### config.mk
export PLATFORM = sky130hd
export DESIGN_NAME = bit_reverse_pipe
export DESIGN_NICKNAME = d
export VERILOG_FILES = /design/src/rtl/bit_reverse_pipe_pkg.sv /design/src/rtl/bit_reverse_pipe_permute.sv /design/src/rtl/bit_reverse_pipe.sv
export SDC_FILE = /design/constraint.sdc
export NUM_CORES = 1
export LEC_CHECK = 0
export ABC_CLOCK_PERIOD_IN_PS = 7150
export BUFFER_PORTS_ARGS = -buffer_cell sky130_fd_sc_hd__buf_4
export CORE_MARGIN = 2
export CORE_UTILIZATION = 35
export CTS_BUF_LIST = sky130_fd_sc_hd__clkbuf_8
export DETAILED_ROUTE_END_ITERATION = 8
export MAX_ROUTING_LAYER = met4
export PLACE_DENSITY = 0.59
export SLEW_MARGIN = 10
export SYNTH_ARGS = -nofsm -noshare
export SYNTH_HDL_FRONTEND = slang
export SYNTH_HIERARCHICAL = 1
export SYNTH_SLANG_ARGS = --single-unit
### constraint.sdc
create_clock -name clk -period 7.15 [get_ports clk]
set_clock_uncertainty 0.15 [all_clocks]
set_input_delay 0.715 -clock clk [delete_from_list [all_inputs] [get_ports clk]]
set_output_delay 0.715 -clock clk [all_outputs]
set_load 0.005 [all_outputs]
### src/rtl/bit_reverse_pipe_pkg.sv
// Shared types and elaboration-time helpers for the bit_reverse_pipe stream permuter.
package bit_reverse_pipe_pkg;

   typedef enum logic [1:0] {
      MODE_FULL_REV     = 2'd0,
      MODE_GROUP_SWAP   = 2'd1,
      MODE_IN_GROUP_REV = 2'd2,
      MODE_PASS         = 2'd3
   } mode_e;

   function automatic bit width_ok(input int data_width, input int group_width);
      return (group_width > 0) && (data_width >= 2) && ((data_width % group_width) == 0);
   endfunction

endpackage

### src/rtl/bit_reverse_pipe_permute.sv
// Combinational word permuter: full reverse, group-order swap, in-group reverse or passthrough.
module bit_permute
   import bit_reverse_pipe_pkg::*;
#(
   parameter int DATA_WIDTH  = 32,
   parameter int GROUP_WIDTH = 8,
   parameter int COUNT_WIDTH = 16
) (
   input  logic [DATA_WIDTH-1:0] din,
   input  mode_e                 mode,
   output logic [DATA_WIDTH-1:0] dout
);

   localparam int NUM_GROUPS = DATA_WIDTH / GROUP_WIDTH;

   logic [DATA_WIDTH-1:0] full_rev;
   logic [DATA_WIDTH-1:0] grp_swap;
   logic [DATA_WIDTH-1:0] in_grp_rev;

   for (genvar i = 0; i < DATA_WIDTH; i++) begin : g_full
      assign full_rev[i] = din[DATA_WIDTH-1-i];
   end

   for (genvar g = 0; g < NUM_GROUPS; g++) begin : g_grp
      for (genvar b = 0; b < GROUP_WIDTH; b++) begin : g_bit
         assign grp_swap[g*GROUP_WIDTH+b]   = din[(NUM_GROUPS-1-g)*GROUP_WIDTH+b];
         assign in_grp_rev[g*GROUP_WIDTH+b] = din[g*GROUP_WIDTH+GROUP_WIDTH-1-b];
      end
   end

   always_comb begin
      dout = din;
      case (mode)
         MODE_FULL_REV:     dout = full_rev;
         MODE_GROUP_SWAP:   dout = grp_swap;
         MODE_IN_GROUP_REV: dout = in_grp_rev;
         MODE_PASS:         dout = din;
      endcase
   end

endmodule

### src/rtl/bit_reverse_pipe.sv
// Streaming bit permuter with valid/ready on both sides, a 2-entry output buffer and a transfer counter.
module bit_reverse_pipe
   import bit_reverse_pipe_pkg::*;
#(
   parameter int DATA_WIDTH  = 32,
   parameter int GROUP_WIDTH = 8,
   parameter int COUNT_WIDTH = 16
) (
   input  logic                   clk,
   input  logic                   resetn,
   input  logic [DATA_WIDTH-1:0]  din,
   input  logic [1:0]             mode,
   input  logic                   din_valid,
   output logic                   din_ready,
   output logic [DATA_WIDTH-1:0]  dout,
   output logic                   dout_valid,
   input  logic                   dout_ready,
   output logic [COUNT_WIDTH-1:0] xfer_count
);

   if (!width_ok(DATA_WIDTH, GROUP_WIDTH)) begin : g_width_err
      $error("bit_reverse_pipe: DATA_WIDTH must be >= 2 and a multiple of GROUP_WIDTH");
   end

   logic [DATA_WIDTH-1:0]  perm_word;
   logic [DATA_WIDTH-1:0]  head_q, head_d;
   logic [DATA_WIDTH-1:0]  tail_q, tail_d;
   logic [1:0]             count_q, count_d;
   logic [COUNT_WIDTH-1:0] xfer_q, xfer_d;
   logic                   push, pop;

   bit_permute #(
      .DATA_WIDTH  (DATA_WIDTH),
      .GROUP_WIDTH (GROUP_WIDTH),
      .COUNT_WIDTH (COUNT_WIDTH)
   ) u_permute (
      .din  (din),
      .mode (mode_e'(mode)),
      .dout (perm_word)
   );

   assign din_ready  = (count_q != 2'd2);
   assign dout_valid = (count_q != 2'd0);
   assign dout       = head_q;
   assign xfer_count = xfer_q;

   assign push = din_valid && din_ready;
   assign pop  = dout_valid && dout_ready;

   // head_q is the FIFO head and the output register; it is only overwritten when
   // a new word lands there, so dout keeps its last value once the buffer drains.
   always_comb begin
      count_d = count_q;
      head_d  = head_q;
      tail_d  = tail_q;
      xfer_d  = xfer_q;
      case ({push, pop})
         2'b10: begin
            count_d = count_q + 2'd1;
            if (count_q == 2'd0) head_d = perm_word;
            else                 tail_d = perm_word;
         end
         2'b01: begin
            count_d = count_q - 2'd1;
            if (count_q == 2'd2) head_d = tail_q;
         end
         2'b11: head_d = perm_word;
         default: ;
      endcase
      if (pop) xfer_d = xfer_q + 1'b1;
   end

   always_ff @(posedge clk or negedge resetn) begin
      if (!resetn) begin
         count_q <= 2'd0;
         head_q  <= '0;
         tail_q  <= '0;
         xfer_q  <= '0;
      end else begin
         count_q <= count_d;
         head_q  <= head_d;
         tail_q  <= tail_d;
         xfer_q  <= xfer_d;
      end
   end

endmodule

# Yosys cells after proc, flatten, opt, wreduce, memory -nomap -nowiden

Cells that the tools add are included.

Logic and storage cells: 32
Output and inout bits: 50
Flip-flop bits (word level): 82

Multiplexer cells: 5
Add/subtract/negate cells: 3
Reductions and logical operators: 9
Equal/unequal tests: 10
Bitwise gates (word level): 1

Operators by type and width:

| cell                                             | count |
|---|---|
| one-hot mux 32 bit (4 select lines)              | 1 |
| one-hot mux 32 bit (3 select lines)              | 1 |
| two-way mux 32 bit                               | 2 |
| adder 16 x 1 -> 16 bit, second input constant    | 1 |
| == test 2 bit, second input constant             | 5 |
| != test 2 bit, second input constant             | 3 |
| == test 2 x 1 -> 1 bit, second input constant    | 2 |
| logical NOT 2 bit                                | 2 |
| one-hot mux 2 bit (2 select lines)               | 1 |
| nonzero test 2 bit                               | 2 |
| AND reduction 3 bit                              | 1 |
| nonzero test 3 bit                               | 1 |
| adder 2 x 1 -> 2 bit, second input constant      | 1 |
| logical AND 1 bit                                | 2 |
| AND reduction 2 bit                              | 1 |
| subtractor 2 x 1 -> 2 bit, second input constant | 1 |
| NOT 1 bit                                        | 1 |

# Logic depth before layout (Yosys ltp)

Gate-level depths: netlist of the first run.

Depth after elaboration: 5
Mapped depth: 10

# By module

Netlist of the first run, hierarchy kept.

Modules (own cells, without submodules):

| module           | cells each | sequential area each (um2) | area each (um2) | times used |
|---|---|---|---|---|
| bit_reverse_pipe | 250        | 2,052.0                    | 3,766.1         | 1 |
| bit_permute      | 40         | 0.0                        | 824.5           | 1 |

# Worst setup path after synthesis of the first run

No wires, ideal clock.

Kind: reg-to-reg
Start point: reg count_q[0]
End point: reg head_q[0] (netlist: dout[0])
Arrival time: 2.481 ns
Data required time: 6.875 ns
Setup time: 0.125 ns
Path buffers: 3
Stages on the path, launching flop included: 11
Setup slack: 4.394 ns
Clock period less this slack: 2.756 ns
Cell sequence: dfrtp_1 -> buf_6 -> or2_2 -> nand2_1 -> inv_1 -> ha_1 -> clkbuf_1 -> or3_4 -> a21oi_4 -> buf_12 -> mux2_4

Cells in the longest elaborated chain, start to end: 5

RTL lines:

| item                                                                 | RTL line               | source |
|---|---|---|
| from (decl)                                                          | bit_reverse_pipe.sv:28 | `logic [1:0] count_q, count_d;` |
| from (signal assigned)                                               | bit_reverse_pipe.sv:80 | `count_q <= count_d;` |
| nonzero test 2 bit *                                                 | bit_reverse_pipe.sv:43 | `assign dout_valid = (count_q != 2'd0);` |
| named net dout_valid                                                 | bit_reverse_pipe.sv:16 | `output logic dout_valid,` |
| logical AND 1 bit *                                                  | bit_reverse_pipe.sv:48 | `assign pop = dout_valid && dout_ready;` |
| named net pop                                                        | bit_reverse_pipe.sv:30 | `logic push, pop;` |
| == test 2 x 1 -> 1 bit / == test 2 bit (equally long branches)       | bit_reverse_pipe.sv:57 | `case ({push, pop})` |
| != test 2 bit (no line) / nonzero test 3 bit (equally long branches) | --                     |  |
| AND reduction 3 bit (no line)                                        | --                     |  |
| to (signal assigned)                                                 | bit_reverse_pipe.sv:76 | `head_q <= '0;` |
| to (signal assigned)                                                 | bit_reverse_pipe.sv:81 | `head_q <= head_d;` |
| to (decl)                                                            | bit_reverse_pipe.sv:26 | `logic [DATA_WIDTH-1:0] head_q, head_d;` |

Mark *: on every way through the listed nets, which the timed path passes. The rest lies on a longest branch.
A chain may end at the register's enable or synchronous reset.

# Worst setup path after layout of the first run

Start point: reg count_q[0]
End point: reg head_q[26] (netlist: dout[26])

Cells in the longest elaborated chain, start to end: 5

RTL lines:

| item                                                                 | RTL line |
|---|---|
| nonzero test 2 bit *                                                 | bit_reverse_pipe.sv:43 |
| logical AND 1 bit *                                                  | bit_reverse_pipe.sv:48 |
| named net pop                                                        | bit_reverse_pipe.sv:30 |
| == test 2 x 1 -> 1 bit / == test 2 bit (equally long branches)       | bit_reverse_pipe.sv:57 |
| != test 2 bit (no line) / nonzero test 3 bit (equally long branches) | -- |
| AND reduction 3 bit (no line)                                        | -- |

Marks and branches as above.

==> results.py, run 1 <==
metrics = {
    "placement": {
        "placed_cell_area_sq_mm": 0.00527,
        "place.gp.congestion": 0.788,
        "place_ws_ns": 3.72,
        "dp_hpwl_um": 6050,
        "portBuffers": 87,
    },
    "logic_synthesis": {
        "ys_ff_latch": 82,
        "synth_edf_count": 0,
        "synth_top_family_by_area": "multiplexers",
        "synth.cell_area_sq_mm": 0.00459,
        "ys_warn_count": 6,
        "yosysMostFrequentCell": "dfrtp_1",
        "synthFlopType": "dfrtp_1",
        "synth_mux_area_share_pct": 41.8,
        "yosys.area.top_type": "dfrtp_1",
        "yosys-top-cells-area": "dfrtp_1, mux2_2, mux4_2, mux2_4, xnor2_1",
        "seq_area_frac_synth_pct": 44.7,
        "synth_compound_area_share_pct": 0.872,
        "synthCells": 290,
        "synthTopCellsByCount": "dfrtp_1, mux2_2, mux4_2",
        "synth.avg_cell_area_sq_um": 15.8,
        "synth_top_cell_area_share_pct": 44.7,
        "syn-num-nets": 332,
        "synth_xor_area_share_pct": 3.43,
        "async_flop_share_pct": 100,
        "synth_cell_type_count": 28,
        "synthSimpleGateAreaFrac_pct": 3.38,
        "synth_adder_area_share_pct": 1.09,
    },
    "die": {
        "die_h_um": 119,
        "start_util_pct": 36.1,
        "die_area_sq_mm": 0.0140,
        "fp.dieW_um": 119,
        "core-area_sq_mm": 0.0127,
        "row_count": 41,
        "boundaryPins": 88,
    },
    "layout": {
        "postLayoutCellArea_sq_mm": 0.00553,
        "antenna-diode-count": 0,
        "fin_util_pct": 43.4,
        "layout-drive-gt1-share_pct": 63.0,
        "syn_to_final_growth_pct": 20.4,
        "fin_nets": 413,
    },
    "clocking": {
        "clk_pin_slew_ns": 0.09,
        "cts_tree": "done",
        "cts_root_buf": "clkbuf_8",
        "cts.sinks": 82,
        "ctsResizeCount": 0,
        "clkLatencyLatePin_ns": 0.36,
        "holdBufCountCts": 0,
        "htreeDepth": 3,
        "cts_buffers": 9,
        "cts_setup_buffers": 0,
        "clock_path_buffers": 2,
    },
    "route": {
        "drt_pre_antenna_iters": 6,
        "wire_per_inst_um": 16.3,
        "wl_um": 8930,
        "vias_per_cell": 4.89,
        "ant_nets": 0,
        "drt_iter0_markers": 118,
        "drc": 0,
        "num_vias": 2682,
    },
    "sta": {
        "finalHoldViolCount": 0,
        "max_freq_mhz": 296,
        "worstMarginPinSlew_ns": 1.04,
        "rsz0062_at_grt": "no",
        "fin_crit_ns": 3.38,
        "setup-tns-final_ns": 0,
        "max-slew-margin-rel_pct": 30.8,
        "finalSetupViolations": 0,
        "drv_slew": 0,
        "fin_crit_sh_pct": 47.3,
        "fin_ws_ns": 3.77,
    },
    "global_route": {
        "grt_pass1_vias": 2803,
        "antenna_found_initial": 0,
        "grt_max_degree": 83,
        "grt_pass1_wl_um": 14600,
        "grt_overflow": 0,
        "track_usage_pct": 13.6,
    },
    "worst_hold_path": {
        "hp-start": "xfer_count[15]",
        "whs_path_depth": 1,
        "whs_endpoint": "xfer_count[15]",
        "hold_class": "reg2reg",
    },
    "job": {
        "cap_violations": 0,
    },
    "worst_setup_path": {
        "rr_endpoint": "dout[26]",
        "cp-end-kind": "register",
        "crit_fanout": 35,
        "r2r_start": "count_q[0]",
        "path_class": "reg2reg",
        "arrival_ns": 3.47,
        "reg2reg_depth": 8,
        "required_ns": 7.24,
        "cp-start-kind": "register",
        "r2r_slack_ns": 3.77,
    },
    "pwr": {
        "power.density_mw_per_mm2": 388,
        "peakVddDrop_v": 0.000122,
        "leakage_uw": 0.00243,
    },
    "outcome": {
        "outcome": "completed",
    },
}
-- kinds of logic (layout without fill, tap and decap cells) --
group | Yosys count | count (layout)
XOR/XNOR | 18 | 18
AO/OA/AOI/OAI | 4 | 4
AND/OR/NAND/NOR | 31 | 31
multiplexers | 128 | 128
flip-flops | 82 | 82
adder cells (fa/ha/maj) | 4 | 4
buffers and inverters | 23 | 109
-- worst max-delay path by stage --
stage	startpoint	endpoint	slack, ns	cells past startpoint
after floorplan	count_q[0]	dout[0]	4.39	10
after CTS	count_q[0]	dout[26]	3.74	8
after detailed placement	dout_ready	dout[26]	3.72	8
after global routing	count_q[0]	dout[26]	3.61	8
final	count_q[0]	dout[26]	3.77	8
after global placement	dout_ready	dout[25]	3.76	8
-- flip-flops by register name, summed over array words and instances, names as in the netlist --
| name | flops |
|---|---|
| count_q | 2 |
| dout | 32 |
| tail_q | 32 |
| xfer_count | 16 |
-- routing by layer --
metal | wire (um) | GRT usage [%] | vias up
li1 | - | - | 1244
met1 | 4380 | 18.9 | 1362
met2 | 4070 | 19.8 | 66
met3 | 305 | 2.22 | 10
met4 | 168 | 5.80 | 0
met5 | 0 | - | -
-- worst max-delay path, stage by stage (launching register included) --
cell,delay (ns)
dfrtp_1,0.47
or2_2,0.35
nand2_1,0.15
inv_1,0.12
ha_2,0.50
or3_4,0.46
a21oi_4,0.14
buf_4,0.54
mux2_2,0.40
-- layout make-up --
type | instances | area, sq um
Clock buffer | 10 | 138
Clock inverter | 6 | 114
Fill cell | 1210 | 7200
Inverter | 4 | 15.0
Multi-Input combinational cell | 185 | 2320
Sequential cell | 82 | 2050
Tap cell | 172 | 215
Timing Repair Buffer | 89 | 668
-- metrics by stage --
| step | hold WS [ns] | instances | power [uW] |
|---|---|---|---|
| 4_1_cts | 0.343 | 548 | 2180 |
| 3_3_place_gp | 0.316 | 532 | 1730 |
| 6_report | 0.334 | 548 | 2140 |
| 2_1_floorplan | 0.269 | 290 | 1460 |
| 3_5_place_dp | 0.330 | 532 | 1750 |
| 5_1_grt | 0.354 | 548 | 2280 |
-- power by group --
part,total [uW],internal [uW],switching [uW]
clock,417,242,174
combinational,909,587,321
sequential,816,678,138
total,2140,1510,634
-- placed cells by master (no fill, tap or decap) --
cell,instances
or3_4,1
a21oi_4,1
xnor2_1,12
buf_4,89
clkbuf_8,10
o2111ai_1,1
mux2_2,66
dfrtp_1,82
nand3_1,3
nor3_1,2
bufinv_16,3
mux4_1,1
ha_1,3
xor2_1,6
nand2b_1,1
nand2_1,13
clkinvlp_4,2
a21o_1,1
nand4_1,3
and3_1,2
mux4_2,31
ha_2,1
mux2_4,30
nor2_1,2
or2_2,2
o211ai_1,1
inv_1,4
clkinv_4,1
nor4_1,2
Power figures use the tool's default switching activity.
==> run 2: changes to the inputs <==
ABC_CLOCK_PERIOD_IN_PS = 3200   (was 7150)
clock period = 3.2 ns   (was 7.15 ns; I/O delays follow)
==> run 2 against run 1 <==
Clock-buffer cell count grew 1. Combinational power grew 130%. Power grew 120%. Die area is the same. Utilization shrank 0.15 points. First-iteration DRC count shrank 26%. Routed wire length grew 0.94%. The run now ends with negative hold slack left. Worst hold slack lost 0.37 ns. Highest routed layer unchanged. Sequential power grew 120%. Global-route usage grew 0.24 points. Non-clock buffer count grew 2. Largest cell class unchanged.
==> results.py, run 2 (synthesized netlist as in run 1, its figures left out) <==
metrics = {
    "global_route": {
        "grt_overflow": 0,
        "antenna_found_initial": 0,
        "track_usage_pct": 13.8,
        "grt_pass1_vias": 2839,
        "grt_max_degree": 83,
        "grt_pass1_wl_um": 15000,
    },
    "die": {
        "die_h_um": 119,
        "core-area_sq_mm": 0.0127,
        "die_area_sq_mm": 0.0140,
        "row_count": 41,
        "fp.dieW_um": 119,
        "boundaryPins": 88,
        "start_util_pct": 36.1,
    },
    "route": {
        "drt_pre_antenna_iters": 4,
        "vias_per_cell": 4.97,
        "ant_nets": 0,
        "num_vias": 2732,
        "wl_um": 9010,
        "drt_iter0_markers": 87,
        "drc": 0,
        "wire_per_inst_um": 16.4,
    },
    "clocking": {
        "ctsResizeCount": 0,
        "cts_setup_buffers": 0,
        "htreeDepth": 3,
        "clock_path_buffers": 2,
        "cts_tree": "done",
        "cts_buffers": 9,
        "holdBufCountCts": 0,
        "clk_pin_slew_ns": 0.08,
        "cts.sinks": 82,
        "cts_root_buf": "clkbuf_8",
        "clkLatencyLatePin_ns": 0.35,
    },
    "sta": {
        "holdWs_ns": -0.0397,
        "max_freq_mhz": 368,
        "finalSetupViolations": 0,
        "fin_crit_ns": 2.72,
        "max-slew-margin-rel_pct": 31.2,
        "worstMarginPinSlew_ns": 1.03,
        "fin_crit_sh_pct": 84.9,
        "finalHoldViolCount": 19,
        "fin_ws_ns": 0.483,
        "drv_slew": 0,
        "rsz0062_at_grt": "no",
        "setup-tns-final_ns": 0,
    },
    "worst_setup_path": {
        "cp-end-kind": "register",
        "reg2reg_depth": 8,
        "arrival_ns": 2.80,
        "r2r_start": "count_q[0]",
        "required_ns": 3.28,
        "path_class": "reg2reg",
        "r2r_slack_ns": 0.48,
        "rr_endpoint": "dout[25]",
        "cp-start-kind": "register",
        "crit_fanout": 32,
    },
    "pwr": {
        "power.density_mw_per_mm2": 850,
        "pwr-share-seq_pct": 39.1,
        "p_clk_share_pct": 16.6,
        "p_comb_share_pct": 44.3,
        "leakage_uw": 0.00243,
        "p_sw_uw": 1430,
        "peakVddDrop_v": 0.000380,
        "p_sw_share_pct": 30.6,
        "p_int_uw": 3250,
    },
    "layout": {
        "syn_to_final_growth_pct": 20.0,
        "fillers": 1234,
        "regArea_sq_mm": 0.00205,
        "stdcell_count": 550,
        "multi_input_area_sq_mm": 0.00232,
        "fin_nets": 415,
        "layout_common_cells": "buf_4, dfrtp_1, mux2_2, mux4_2, mux2_4",
        "antenna-diode-count": 0,
        "mostFrequentLayoutCell": "buf_4",
        "layout-drive-gt1-share_pct": 63.0,
    },
    "placement": {
        "portBuffers": 87,
        "place.gp.congestion": 0.812,
        "dp_hpwl_um": 6210,
        "place_ws_ns": 0.477,
        "placed_cells": 534,
    },
    "worst_hold_path": {
        "hold_class": "in2async",
    },
    "job": {
        "cap_violations": 0,
    },
    "outcome": {
        "violations": "negative hold slack",
        "outcome": "finished, violations left",
    },
}
-- run 2: changes by cell type in the layout (fill, tap and decap cells not counted) --
cell	change
buf_12	+1
inv_1	+1
clkinv_4	-1
clkbuf_8	+1
bufinv_16	-2
clkinv_2	+1
buf_4	+1
-- run 2: how the worst max path moves through the flow --
| stage | start | slack, ns | cells past startpoint | to |
|---|---|---|---|---|
| detailed placement | count_q[0] | 0.48 | 8 | dout[26] |
| global placement | count_q[0] | 0.54 | 8 | dout[25] |
| global route | count_q[0] | 0.36 | 8 | dout[25] |
| finish | count_q[0] | 0.48 | 8 | dout[25] |
| CTS | count_q[0] | 0.46 | 8 | dout[25] |
| floorplan | count_q[0] | 0.44 | 10 | dout[0] |
-- run 2: area by class of cell --
type	instances	area share, %
Multi-Input combinational cell	185	42.2
Sequential cell	82	37.3
Timing Repair Buffer	91	12.6
Tap cell	172	3.91
Clock buffer	11	2.75
Clock inverter	5	0.977
Inverter	4	0.273
-- run 2: stage by stage --
stage	total power (uW)	utilization, %	cell area [sq um]
floorplan	3270	-	4590
global placement	3890	41.7	5300
detailed placement	3960	41.7	5300
CTS	4750	43.3	5510
global route	4990	43.3	5510
finish	4680	43.3	5510
-- run 2: worst max-delay path, stage by stage, from the launching register on --
cell and delay (ns):
dfrtp_1 0.46, or2_2 0.35, nand2_1 0.14, inv_1 0.12, ha_2 0.22, or3_4 0.34
a21oi_4 0.17, buf_12 0.28, mux2_2 0.36
-- run 2: routing by layer --
layer	wire length, um	vias up	share of wire, %	track usage (%)
met5	0	-	0	-
met4	127	0	1.4	4.99
met3	298	10	3.3	2.27
met2	4130	65	46	20.5
met1	4460	1401	49	19.3
li1	-	1256	-	-
-- run 2: power groups by stage --
stage | sequential [uW] | combinational [uW] | clock (uW)
after global placement | 1840 | 2060 | 0
after floorplan | 1770 | 1500 | 0
after global routing | 1900 | 2240 | 848
after detailed placement | 1850 | 2110 | 0
final | 1830 | 2070 | 778
after CTS | 1840 | 2110 | 801
